===== src/rtl/blinker_pkg.sv =====
// Shared definitions for the multi-channel LED blinker.
// Latency: n/a (types and constants only).
// Backpressure: n/a.
package blinker_pkg;

  // Width of the configuration mode field
  localparam int MODE_W = 2;

  // Width of the configuration channel index (addresses up to 16 channels)
  localparam int CHAN_W = 4;

  // Channel operating modes, encoded exactly as they appear on cfg_mode_i
  typedef enum logic [MODE_W-1:0] {
    MODE_OFF     = 2'b00,
    MODE_ON      = 2'b01,
    MODE_BLINK   = 2'b10,
    MODE_ONESHOT = 2'b11
  } mode_e;

  // Value a channel's led takes on the edge it is written
  function automatic logic led_on_write(input mode_e m);
    return (m == MODE_ON) || (m == MODE_ONESHOT);
  endfunction

endpackage


===== src/rtl/blinker_multi_if.sv =====
// Configuration port of the blinker: request bus plus ready and error pulse.
// Latency: n/a (signal bundle only).
// Backpressure: requester holds cfg_valid_i until it samples cfg_ready_o high.
interface blinker_multi_if
  import blinker_pkg::*;
#(
  parameter int CNT_W = 24
);

  logic              cfg_valid_i;
  logic              cfg_ready_o;
  logic [CHAN_W-1:0] cfg_chan_i;
  logic [MODE_W-1:0] cfg_mode_i;
  logic [CNT_W-1:0]  cfg_period_i;
  logic              cfg_err_o;

  // Requester side (testbench, host logic)
  modport master (
    output cfg_valid_i,
    output cfg_chan_i,
    output cfg_mode_i,
    output cfg_period_i,
    input  cfg_ready_o,
    input  cfg_err_o
  );

  // Blinker side
  modport slave (
    input  cfg_valid_i,
    input  cfg_chan_i,
    input  cfg_mode_i,
    input  cfg_period_i,
    output cfg_ready_o,
    output cfg_err_o
  );

endinterface


===== src/rtl/blinker_chan.sv =====
// One blinker channel: mode, period, phase counter, led and oneshot busy flag.
// Latency: a write takes effect on the accepting edge; outputs are registered.
// Backpressure: none; a write strobe is always absorbed, en gates only counting.
module blinker_chan
  import blinker_pkg::*;
#(
  parameter int              CNT_W          = 24,
  parameter logic [CNT_W-1:0] DEFAULT_PERIOD = CNT_W'(499999)
) (
  input  logic              i_clk,
  input  logic              i_rst_n,
  input  logic              i_en,
  input  logic              i_wr,
  input  logic [MODE_W-1:0] i_mode,
  input  logic [CNT_W-1:0]  i_period,
  output logic              o_led,
  output logic              o_busy
);

  mode_e            r_mode;
  logic [CNT_W-1:0] r_period;
  logic [CNT_W-1:0] r_cnt;
  logic             r_led;
  logic             r_busy;

  mode_e            w_mode_new;
  logic             w_at_end;

  assign w_mode_new = mode_e'(i_mode);
  // A phase ends on the edge where the counter has reached the period,
  // so each phase spans period+1 enabled cycles.
  assign w_at_end   = (r_cnt == r_period);

  // Channel state machine: a write restarts the channel, otherwise count while enabled
  always_ff @(posedge i_clk or negedge i_rst_n) begin
    if (!i_rst_n) begin
      r_mode   <= MODE_BLINK;
      r_period <= DEFAULT_PERIOD;
      r_cnt    <= '0;
      r_led    <= 1'b0;
      r_busy   <= 1'b0;
    end else if (i_wr) begin
      // Writes win over counting and are honoured even when disabled
      r_mode   <= w_mode_new;
      r_period <= i_period;
      r_cnt    <= '0;
      r_led    <= led_on_write(w_mode_new);
      r_busy   <= (w_mode_new == MODE_ONESHOT);
    end else if (i_en) begin
      case (r_mode)
        MODE_OFF,
        MODE_ON: begin
          r_cnt <= '0;
        end
        MODE_BLINK: begin
          if (w_at_end) begin
            r_cnt <= '0;
            r_led <= ~r_led;
          end else begin
            r_cnt <= r_cnt + 1'b1;
          end
        end
        MODE_ONESHOT: begin
          // Pulse finished: fall back to OFF so the channel stays dark
          if (r_busy) begin
            if (w_at_end) begin
              r_mode <= MODE_OFF;
              r_cnt  <= '0;
              r_led  <= 1'b0;
              r_busy <= 1'b0;
            end else begin
              r_cnt <= r_cnt + 1'b1;
            end
          end
        end
        default: begin
          r_cnt <= '0;
        end
      endcase
    end
  end

  assign o_led  = r_led;
  assign o_busy = r_busy;

endmodule


===== src/rtl/blinker_multi.sv =====
// Multi-channel run-time configurable LED blinker with a valid/ready config port.
// Latency: config applies on the accepting edge; error pulse one cycle later.
// Backpressure: cfg_ready_o is low only while in reset / first cycle after it.
module blinker_multi
  import blinker_pkg::*;
#(
  parameter int               CHANNELS       = 4,
  parameter int               CNT_W          = 24,
  parameter logic [CNT_W-1:0] DEFAULT_PERIOD = CNT_W'(499999)
) (
  input  logic                system1000,
  input  logic                system1000_rstn,
  input  logic                en_i,
  blinker_multi_if.slave      cfg,
  output logic [CHANNELS-1:0] led_o,
  output logic [CHANNELS-1:0] busy_o
);

  logic                r_ready;
  logic                r_err;

  logic                w_accept;
  logic                w_bad_chan;
  logic [CHANNELS-1:0] w_wr;

  assign w_accept   = cfg.cfg_valid_i & r_ready;
  // Compare one bit wider so CHANNELS = 16 never wraps
  assign w_bad_chan = ({1'b0, cfg.cfg_chan_i} >= (CHAN_W + 1)'(CHANNELS));

  // Ready rises on the first edge out of reset and then stays up
  always_ff @(posedge system1000 or negedge system1000_rstn) begin
    if (!system1000_rstn) begin
      r_ready <= 1'b0;
    end else begin
      r_ready <= 1'b1;
    end
  end

  // Out-of-range channel: flag it for exactly the cycle after acceptance
  always_ff @(posedge system1000 or negedge system1000_rstn) begin
    if (!system1000_rstn) begin
      r_err <= 1'b0;
    end else begin
      r_err <= w_accept & w_bad_chan;
    end
  end

  assign cfg.cfg_ready_o = r_ready;
  assign cfg.cfg_err_o   = r_err;

  // Address decode and per-channel instances
  for (genvar i = 0; i < CHANNELS; i++) begin : g_chan
    assign w_wr[i] = w_accept && (cfg.cfg_chan_i == CHAN_W'(i));

    blinker_chan #(
      .CNT_W          (CNT_W),
      .DEFAULT_PERIOD (DEFAULT_PERIOD)
    ) u_chan (
      .i_clk    (system1000),
      .i_rst_n  (system1000_rstn),
      .i_en     (en_i),
      .i_wr     (w_wr[i]),
      .i_mode   (cfg.cfg_mode_i),
      .i_period (cfg.cfg_period_i),
      .o_led    (led_o[i]),
      .o_busy   (busy_o[i])
    );
  end

endmodule

===== src/flat_wrapper.sv =====
// flat-port wrapper written by rule: the top's interface ports become plain ports
module blinker_multi_flat import blinker_pkg::*;
#(
  parameter int               CHANNELS       = 4,
  parameter int               CNT_W          = 24,
  parameter logic [CNT_W-1:0] DEFAULT_PERIOD = CNT_W'(499999)
)
  (system1000, system1000_rstn, en_i, led_o, busy_o, cfg_cfg_valid_i, cfg_cfg_chan_i, cfg_cfg_mode_i, cfg_cfg_period_i, cfg_cfg_ready_o, cfg_cfg_err_o);
  blinker_multi_if #(.CNT_W(CNT_W)) cfg_i ();
  input  logic system1000;
  input  logic system1000_rstn;
  input  logic en_i;
  output logic [CHANNELS-1:0] led_o;
  output logic [CHANNELS-1:0] busy_o;
  input wire logic [$bits(cfg_i.cfg_valid_i)-1:0] cfg_cfg_valid_i;
  input wire logic [$bits(cfg_i.cfg_chan_i)-1:0] cfg_cfg_chan_i;
  input wire logic [$bits(cfg_i.cfg_mode_i)-1:0] cfg_cfg_mode_i;
  input wire logic [$bits(cfg_i.cfg_period_i)-1:0] cfg_cfg_period_i;
  output wire logic [$bits(cfg_i.cfg_ready_o)-1:0] cfg_cfg_ready_o;
  output wire logic [$bits(cfg_i.cfg_err_o)-1:0] cfg_cfg_err_o;
  assign cfg_i.cfg_valid_i = cfg_cfg_valid_i;
  assign cfg_i.cfg_chan_i = cfg_cfg_chan_i;
  assign cfg_i.cfg_mode_i = cfg_cfg_mode_i;
  assign cfg_i.cfg_period_i = cfg_cfg_period_i;
  assign cfg_cfg_ready_o = cfg_i.cfg_ready_o;
  assign cfg_cfg_err_o = cfg_i.cfg_err_o;
  blinker_multi #(.CHANNELS(CHANNELS), .CNT_W(CNT_W), .DEFAULT_PERIOD(DEFAULT_PERIOD)) u_core (.system1000(system1000), .system1000_rstn(system1000_rstn), .en_i(en_i), .cfg(cfg_i), .led_o(led_o), .busy_o(busy_o));
endmodule

===== config.mk =====
export PLATFORM = sky130hd
export DESIGN_NAME = blinker_multi_flat
export DESIGN_NICKNAME = d
export VERILOG_FILES = /design/src/rtl/blinker_pkg.sv /design/src/rtl/blinker_multi_if.sv /design/src/rtl/blinker_chan.sv /design/src/rtl/blinker_multi.sv /design/src/flat_wrapper.sv
export SDC_FILE = /design/constraint.sdc
export NUM_CORES = 1
export LEC_CHECK = 0
export CORE_ASPECT_RATIO = 0.75
export CORE_MARGIN = 5
export CORE_UTILIZATION = 55
export DETAILED_ROUTE_END_ITERATION = 10
export GPL_ROUTABILITY_DRIVEN = 1
export HOLD_SLACK_MARGIN = 0.08
export PLACE_DENSITY_LB_ADDON = 0.1
export SYNTH_ARGS = -nofsm -noshare
export SYNTH_HDL_FRONTEND = slang
export SYNTH_SLANG_ARGS = --single-unit

===== constraint.sdc =====
create_clock -name system1000 -period 2 [get_ports system1000]
set_clock_uncertainty 0.05 [all_clocks]
set_input_delay 0.3 -clock system1000 [delete_from_list [all_inputs] [get_ports system1000]]
set_output_delay 0.3 -clock system1000 [all_outputs]
set_load 0.1 [all_outputs]

== Word-level counts from Yosys, hierarchy flattened ==
Cells that the tools add are included.

* Logic and storage cells: 200
* Output and inout bits: 10
* Flip-flop bits (word level): 210

* Equal/unequal tests: 33
* $lt $le $gt $ge: 1
* Bitwise gates (word level): 6
* Mux-type cells: 84
* Reduce and logical (&&, ||, !) cells: 50
* Add/sub/neg operators: 4

{| class="wikitable"
|+ Operators with widths
! cell !! number
|-
| 2-to-1 mux 24 bit || 16
|-
| case mux 24 bit (3 select lines) || 4
|-
| adder 24 x 1 -> 24 bit (second input constant) || 4
|-
| == test 24 bit || 4
|-
| 2-to-1 mux 1 bit || 40
|-
| 2-to-1 mux 2 bit || 20
|-
| != test 3 bit (second input constant) || 12
|-
| nonzero test 2 bit || 16
|-
| AND reduction 5 bit || 4
|-
| == test 2 bit (second input constant) || 9
|-
| AND reduction 2 bit || 8
|-
| AND reduction 4 bit || 4
|-
| nonzero test 3 bit || 4
|-
| == test 2 x 1 -> 1 bit (second input constant) || 5
|-
| == test 4 x 2 -> 1 bit (second input constant) || 2
|-
| logical NOT 2 bit || 4
|-
| case mux 1 bit (2 select lines) || 4
|-
| OR reduction 2 bit || 4
|-
| == test 4 x 1 -> 1 bit (second input constant) || 1
|-
| greater-or-equal comparator 4 x 3 -> 1 bit (second input constant) || 1
|-
| logical AND 1 bit || 4
|-
| logical NOT 4 bit || 1
|-
| NOT 1 bit || 4
|-
| bitwise AND 1 bit || 2
|-
| logical OR 1 bit || 1
|}

== Logic depth before layout (Yosys ltp) ==
Gate-level depths: netlist of the first run.

* Depth in word-level cells: 6
* Gate-level depth with buffers: 9

== Hierarchy ==
From an unflattened synthesis of the first run, not the netlist that was laid out.

* Cells, all modules: 988
* Area, all modules: 10707.8 um^2

{| class="wikitable"
|+ By module, submodules not included
! module !! area an instance (um^2) !! instances !! cells an instance
|-
| blinker_chan at u_core.g_chan[1].u_chan ... || 2621.3 || 2 || 247
|-
| blinker_chan at u_core.g_chan[3].u_chan || 2668.8 || 1 || 248
|-
| blinker_chan at u_core.g_chan[0].u_chan || 2667.6 || 1 || 236
|-
| blinker_multi || 128.9 || 1 || 10
|}

== Worst setup path before layout of the first run ==
OpenSTA, ideal clock, no wires.

* Path kind: register to register
* From: register u_core.r_ready, in the netlist u_core.cfg.cfg_ready_o
* To: register u_core.g_chan[2].u_chan.r_cnt[23]
* Required time: 1877 ps
* Buffers on the path: 0
* Setup time: 73 ps
* Stages on the path, launching flop included: 7
* Data arrival time: 2370 ps
* Clock period less this slack: 2493 ps
* Setup slack: -493 ps
* Cells stage by stage: dfrtp_1 > nand4bb_4 > o32a_1 > nor2_2 > nand2_1 > or3_1 > a21oi_2

* Longest elaborated chain between the ends: 4

{| class="wikitable"
|+ RTL lines
! element !! line !! source
|-
| start: declaration || blinker_multi.sv:19 || <nowiki>logic r_ready;</nowiki>
|-
| start signal: assignment || blinker_multi.sv:33 || <nowiki>r_ready <= 1'b0;</nowiki>
|-
| start signal: assignment || blinker_multi.sv:35 || <nowiki>r_ready <= 1'b1;</nowiki>
|-
| bitwise AND 1 bit (*) || blinker_multi.sv:26 || <nowiki>assign w_accept = cfg.cfg_valid_i & r_ready;</nowiki>
|-
| logical AND 1 bit (*) || blinker_multi.sv:53 || <nowiki>assign w_wr[i] = w_accept && (cfg.cfg_chan_i == CHAN_W'(i));</nowiki>
|-
| != test 3 bit (no line) / nonzero test 2 bit (equally long branches) || -- ||
|-
| AND reduction 2 bit (no line) || -- ||
|-
| end signal: assignment || blinker_chan.sv:60 || <nowiki>r_cnt <= r_cnt + 1'b1;</nowiki>
|-
| end signal: assignment || blinker_chan.sv:72 || <nowiki>r_cnt <= r_cnt + 1'b1;</nowiki>
|-
| end: declaration || blinker_chan.sv:22 || <nowiki>logic [CNT_W-1:0] r_cnt;</nowiki>
|}

Mark *: on every way between the ends. The rest lies on a longest branch, timed or not.
A chain may end at the register's enable or synchronous reset.

== Worst setup path after layout of the first run ==
* From: register u_core.g_chan[2].u_chan.r_cnt[2]
* To: register u_core.g_chan[2].u_chan.r_cnt[14]

* Longest elaborated chain between the ends: 6

{| class="wikitable"
|+ RTL lines
! element !! line !! source
|-
| adder 24 x 1 -> 24 bit / == test 24 bit (equally long branches) || blinker_chan.sv:60, blinker_chan.sv:72, blinker_chan.sv:32 ||
|-
| 2-to-1 mux 24 bit (*) || blinker_chan.sv:56, blinker_chan.sv:66 ||
|-
| 2-to-1 mux 24 bit || blinker_chan.sv:65 || <nowiki>if (r_busy) begin</nowiki>
|-
| case mux 24 bit (3 select lines) (*) || blinker_chan.sv:50 || <nowiki>case (r_mode)</nowiki>
|-
| 2-to-1 mux 24 bit (*) || blinker_chan.sv:49 || <nowiki>end else if (i_en) begin</nowiki>
|-
| 2-to-1 mux 24 bit (*) || blinker_chan.sv:42 || <nowiki>end else if (i_wr) begin</nowiki>
|}

Mark *: on every way between the ends. The rest lies on a longest branch, timed or not. The select of a mux whose other input is x is not followed.

==> results of run 1 <==
## synthesized netlist by cell type (3+ instances only)
library cell / number / area (um2)
inv_1: 19 / 71.3
or3_1: 5 / 31.3
and3_1: 20 / 125
nor2b_1: 3 / 18.8
xor2_1: 118 / 1030
and2_1: 6 / 37.5
o21ai_0: 16 / 80.1
dfrtp_1: 162 / 4050
xnor2_1: 45 / 394
buf_4: 11 / 82.6
clkbuf_1: 22 / 82.6
nand3_1: 28 / 140
o21ai_1: 11 / 55.1
mux2_2: 73 / 822
inv_2: 3 / 11.3
nand2b_1: 4 / 25.0
a31oi_1: 4 / 25.0
ha_1: 4 / 50.1
o21bai_1: 4 / 30.0
o22ai_1: 9 / 56.3
mux2i_1: 4 / 40.0
nor3_1: 19 / 95.1
o211ai_1: 3 / 22.5
nand4_1: 32 / 200
and4_1: 9 / 78.8
nand2_1: 138 / 518
a22o_1: 3 / 26.3
dfstp_2: 48 / 1260
a21oi_1: 15 / 75.1
nor4_1: 29 / 181
buf_2: 12 / 60.1
a21o_1: 11 / 82.6
nor2_1: 107 / 402
## worst max-delay path, delay by kind of cell, from the launching register on
| family | cells | cell delay (ps) |
|---|---|---|
| xor+xnor | 1 | 210 |
| flops | 1 | 480 |
| buf+inv | 1 | 190 |
| simple gates | 3 | 910 |
| compound gates | 2 | 170 |
## layout by cell type (no fill, tap or decap), types with 4 or more instances in the layout
cell type        netlist  routed
clkbuf_16              0      23
clkbuf_1              22       7
mux2i_1                4       4
a21oi_2                1       5
nand2b_1               4       4
o22ai_1                9       9
buf_12                 0      11
nand3_1               28      26
or3_1                  5       4
nor3_2                 1       6
o21ai_1               11      11
xor2_1               118     116
nor3_1                19      13
dfrtp_1              162     156
dfstp_2               48      48
nor4_2                 1      11
and4_4                 2       4
nand2_1              138     137
buf_4                 11     151
clkbuf_8               0       8
inv_1                 19      19
xnor2_1               45      45
a21o_1                11      11
nand4_1               32      32
and3_1                20      20
dfrtp_2                0       5
o21ai_0               16      12
nor2_4                 0       8
buf_6                  2      12
nor4_1                29      17
a21oi_1               15      10
clkdlybuf4s50_1        0      32
nor2_1               107      94
a31oi_1                4       4
and2_1                 6       5
ha_1                   4       4
mux2_2                73      73
nor2_2                 1       6
and4_1                 9       6
## through the flow
step	hold WS, ps	setup TNS (ps)	utilization (%)
after global placement	270	-28050	64.9
after global routing	343	-8280	71.1
after CTS	297	-1880	69.0
after detailed placement	269	-32670	64.9
final	292	-2350	71.1
after floorplan	-45.6	-83.2	-
## worst max-delay path by stage
stage / cells after the start / end
finish: 7 / u_core.g_chan[2].u_chan.r_cnt[14]
detailed placement: 8 / u_core.g_chan[3].u_chan.r_cnt[16]
global placement: 8 / u_core.g_chan[3].u_chan.r_cnt[16]
CTS: 8 / u_core.g_chan[2].u_chan.r_cnt[11]
global route: 7 / u_core.g_chan[2].u_chan.r_cnt[11]
floorplan: 6 / u_core.g_chan[2].u_chan.r_cnt[23]
## timing repair
action	CTS	global route
buffers inserted	2	6
gates resized for setup	12	81
setup endpoints to repair	66	103
hold buffers	1	0
pin swaps	11	41
hold endpoints to repair	34	0
gates cloned	0	1
## cell type report
class | instances | share of cell area, %
Clock buffer | 37 | 5.11
Multi-Input combinational cell | 757 | 39.5
Clock inverter | 3 | 0.110
Tap cell | 253 | 2.32
Sequential cell | 210 | 39.0
Timing Repair Buffer | 208 | 13.4
Inverter | 22 | 0.605
## kinds of logic after synthesis
logic type / count (synthesis)
xor+xnor: 163
compound gates: 93
simple gates: 419
other cells: 1
flops: 210
mux: 77
buf+inv: 70
fa+ha+maj: 4
## sequential cells by signal, indices dropped and copies added (netlist names)
name and cells:
u_core.cfg.cfg_err_o 1, u_core.cfg.cfg_ready_o 1, u_core.g_chan.u_chan.o_busy 4, u_core.g_chan.u_chan.o_led 4, u_core.g_chan.u_chan.r_cnt 96, u_core.g_chan.u_chan.r_mode 8, u_core.g_chan.u_chan.r_period 96
## power by group through the flow
stage               Clock (mW)  Combinational, mW  Sequential [mW]
floorplan                    0               1.34             5.20
global placement             0               2.03             5.28
detailed placement           0               2.08             5.29
CTS                       4.09               2.12             5.23
global route              4.28               2.49             5.29
finish                    4.03               2.31             5.24
## per-layer routing
metal	global-route usage, %	wire length [um]	vias to the layer above
met5	0	0	-
met4	4.75	453	0
met3	3.55	1400	36
met2	38.5	12500	187
met1	39.1	13900	4108
li1	-	-	3921
==> metrics.txt, run 1 <==
Seq cells post-synth=between 200 and 250; reg-to-reg critical path startpoint=u_core.g_chan[2].u_chan.r_cnt[2]; Slowest-stage cell, CP=dfrtp_2; Die X-Extent=about 170 um; FF-to-FF path depth=7; max-slew violations=0; initial antenna violation count=0; hold crit path type=input pin to asynchronous set/reset pin; Area Overhead vs Synth=28.0%; Reg power frac=a little under half; Simple-Gate Fraction of Synth Area=a little under a fifth; total CTS buffers=22; Reg clk slew, reported paths=60 ps; Mapped Cells=approximately 1000; Max H-tree Level=1; Sequential Area=approximately 0.0053 mm2; Worst Max-Slew Pin Slew=approximately 540 ps; Worst-Skew Late Latency=510 ps; vias in the first global route=about 8000; NetSw=3.33 mW; fmax=approximately 470 MHz; mux share of post-synthesis cell area=8.07%; Final Hold Vio Count=0; Peak VDD IR=between 0.7 and 0.8 mV; WL/cell=~19 um; DP HPWL=slightly above 20000 um; failing checks=setup timing; Top Ports=44; Initial Util=around 56%; syn nets=1075; RSZ-0062 raised after global routing=yes; ANT nets after route=0; CP endpoint kind=register; status=complete, but fails checks; average cell area after synthesis=approximately 10 um2; DR vias=approximately 8300; first-pass GRT wire length=around 44000 um; final setup vio count=26; async set or reset register ratio after synthesis=100%; r2r setup slk=-130 ps; total power=11.6 mW; Crit path arrival time=2460 ps; synthesized cell area=~0.011 mm2; pin count of the biggest net entering global routing=60; Die Y=131 um; final WL=28300 um; area of the multi-input gates=0.00539 mm2; CTS Root Cell=clkbuf_16; remaining global-route overflow=0; port bufs=43; Vias/cell=5.54; Sw Share=28.8%; Yosys cell types=65; placed cells=~1400; WP data required=roughly 2300 ps; Total Die Area=roughly 0.022 mm2; Worst setup startpoint=u_core.g_chan[2].u_chan.r_cnt[2]; worst setup margin=-128 ps; Final min period=between 2000 and 2500 ps; Synth warnings=0; CTS Buffer Depth=3; share of cells above drive strength 1=about a third; Clk pwr share=34.8%; Final Cell Area=around 0.014 mm2; crit start category=register; P per Cell Area=~850 mW/mm2; Pint=approximately 8.2 mW; drt first pass iters=5; Routability Congestion=0.866; row count=44; antenna cells=0; CTS sink count=210; Top FF cell, synth=dfrtp_1; Fillers=1433; adder-cell share of the synthesized area=less than 1%; Crit Path Max Fanout=21; fin cells=1490; max-cap viol count=0; drt initial violations=just under 600; dpl ws=-418 ps; placed inst area=~0.012 mm2; combinational fraction of design power=approximately a fifth; Final Cycle Share=106%; r2r endpoint=u_core.g_chan[2].u_chan.r_cnt[14]; worst rel slew slack=approximately 64%; worst-path cell chain=xor2_1 > nor4_2 > nand2_4 > or3_1 > o211ai_2 > buf_12 > o21ai_1; drt drc=0; Nets=1259; core area=0.0192 mm2; CTS tree=done; critical path class=register to register; sequential element share of the synthesized area=49.8%; Pleak=6.48 nW; Compound-Gate Fraction of Synth Area=between 5 and 6%; number of synthesized flops with an enable pin=0; Total GRT Usage=25.2%; largest family of logic cells by synthesized area=simple AND/OR/NAND/NOR gates; CP peak stage delay=480 ps; xor and xnor area share after synthesis=13.4%
Power figures use the tool's default switching activity.
==> inputs of run 2 (changes only) <==
Settings changed: SLEW_MARGIN set to 20.
==> results of run 2 <==
Same layout as run 1: the final DEF is identical, and so are final timing and power.
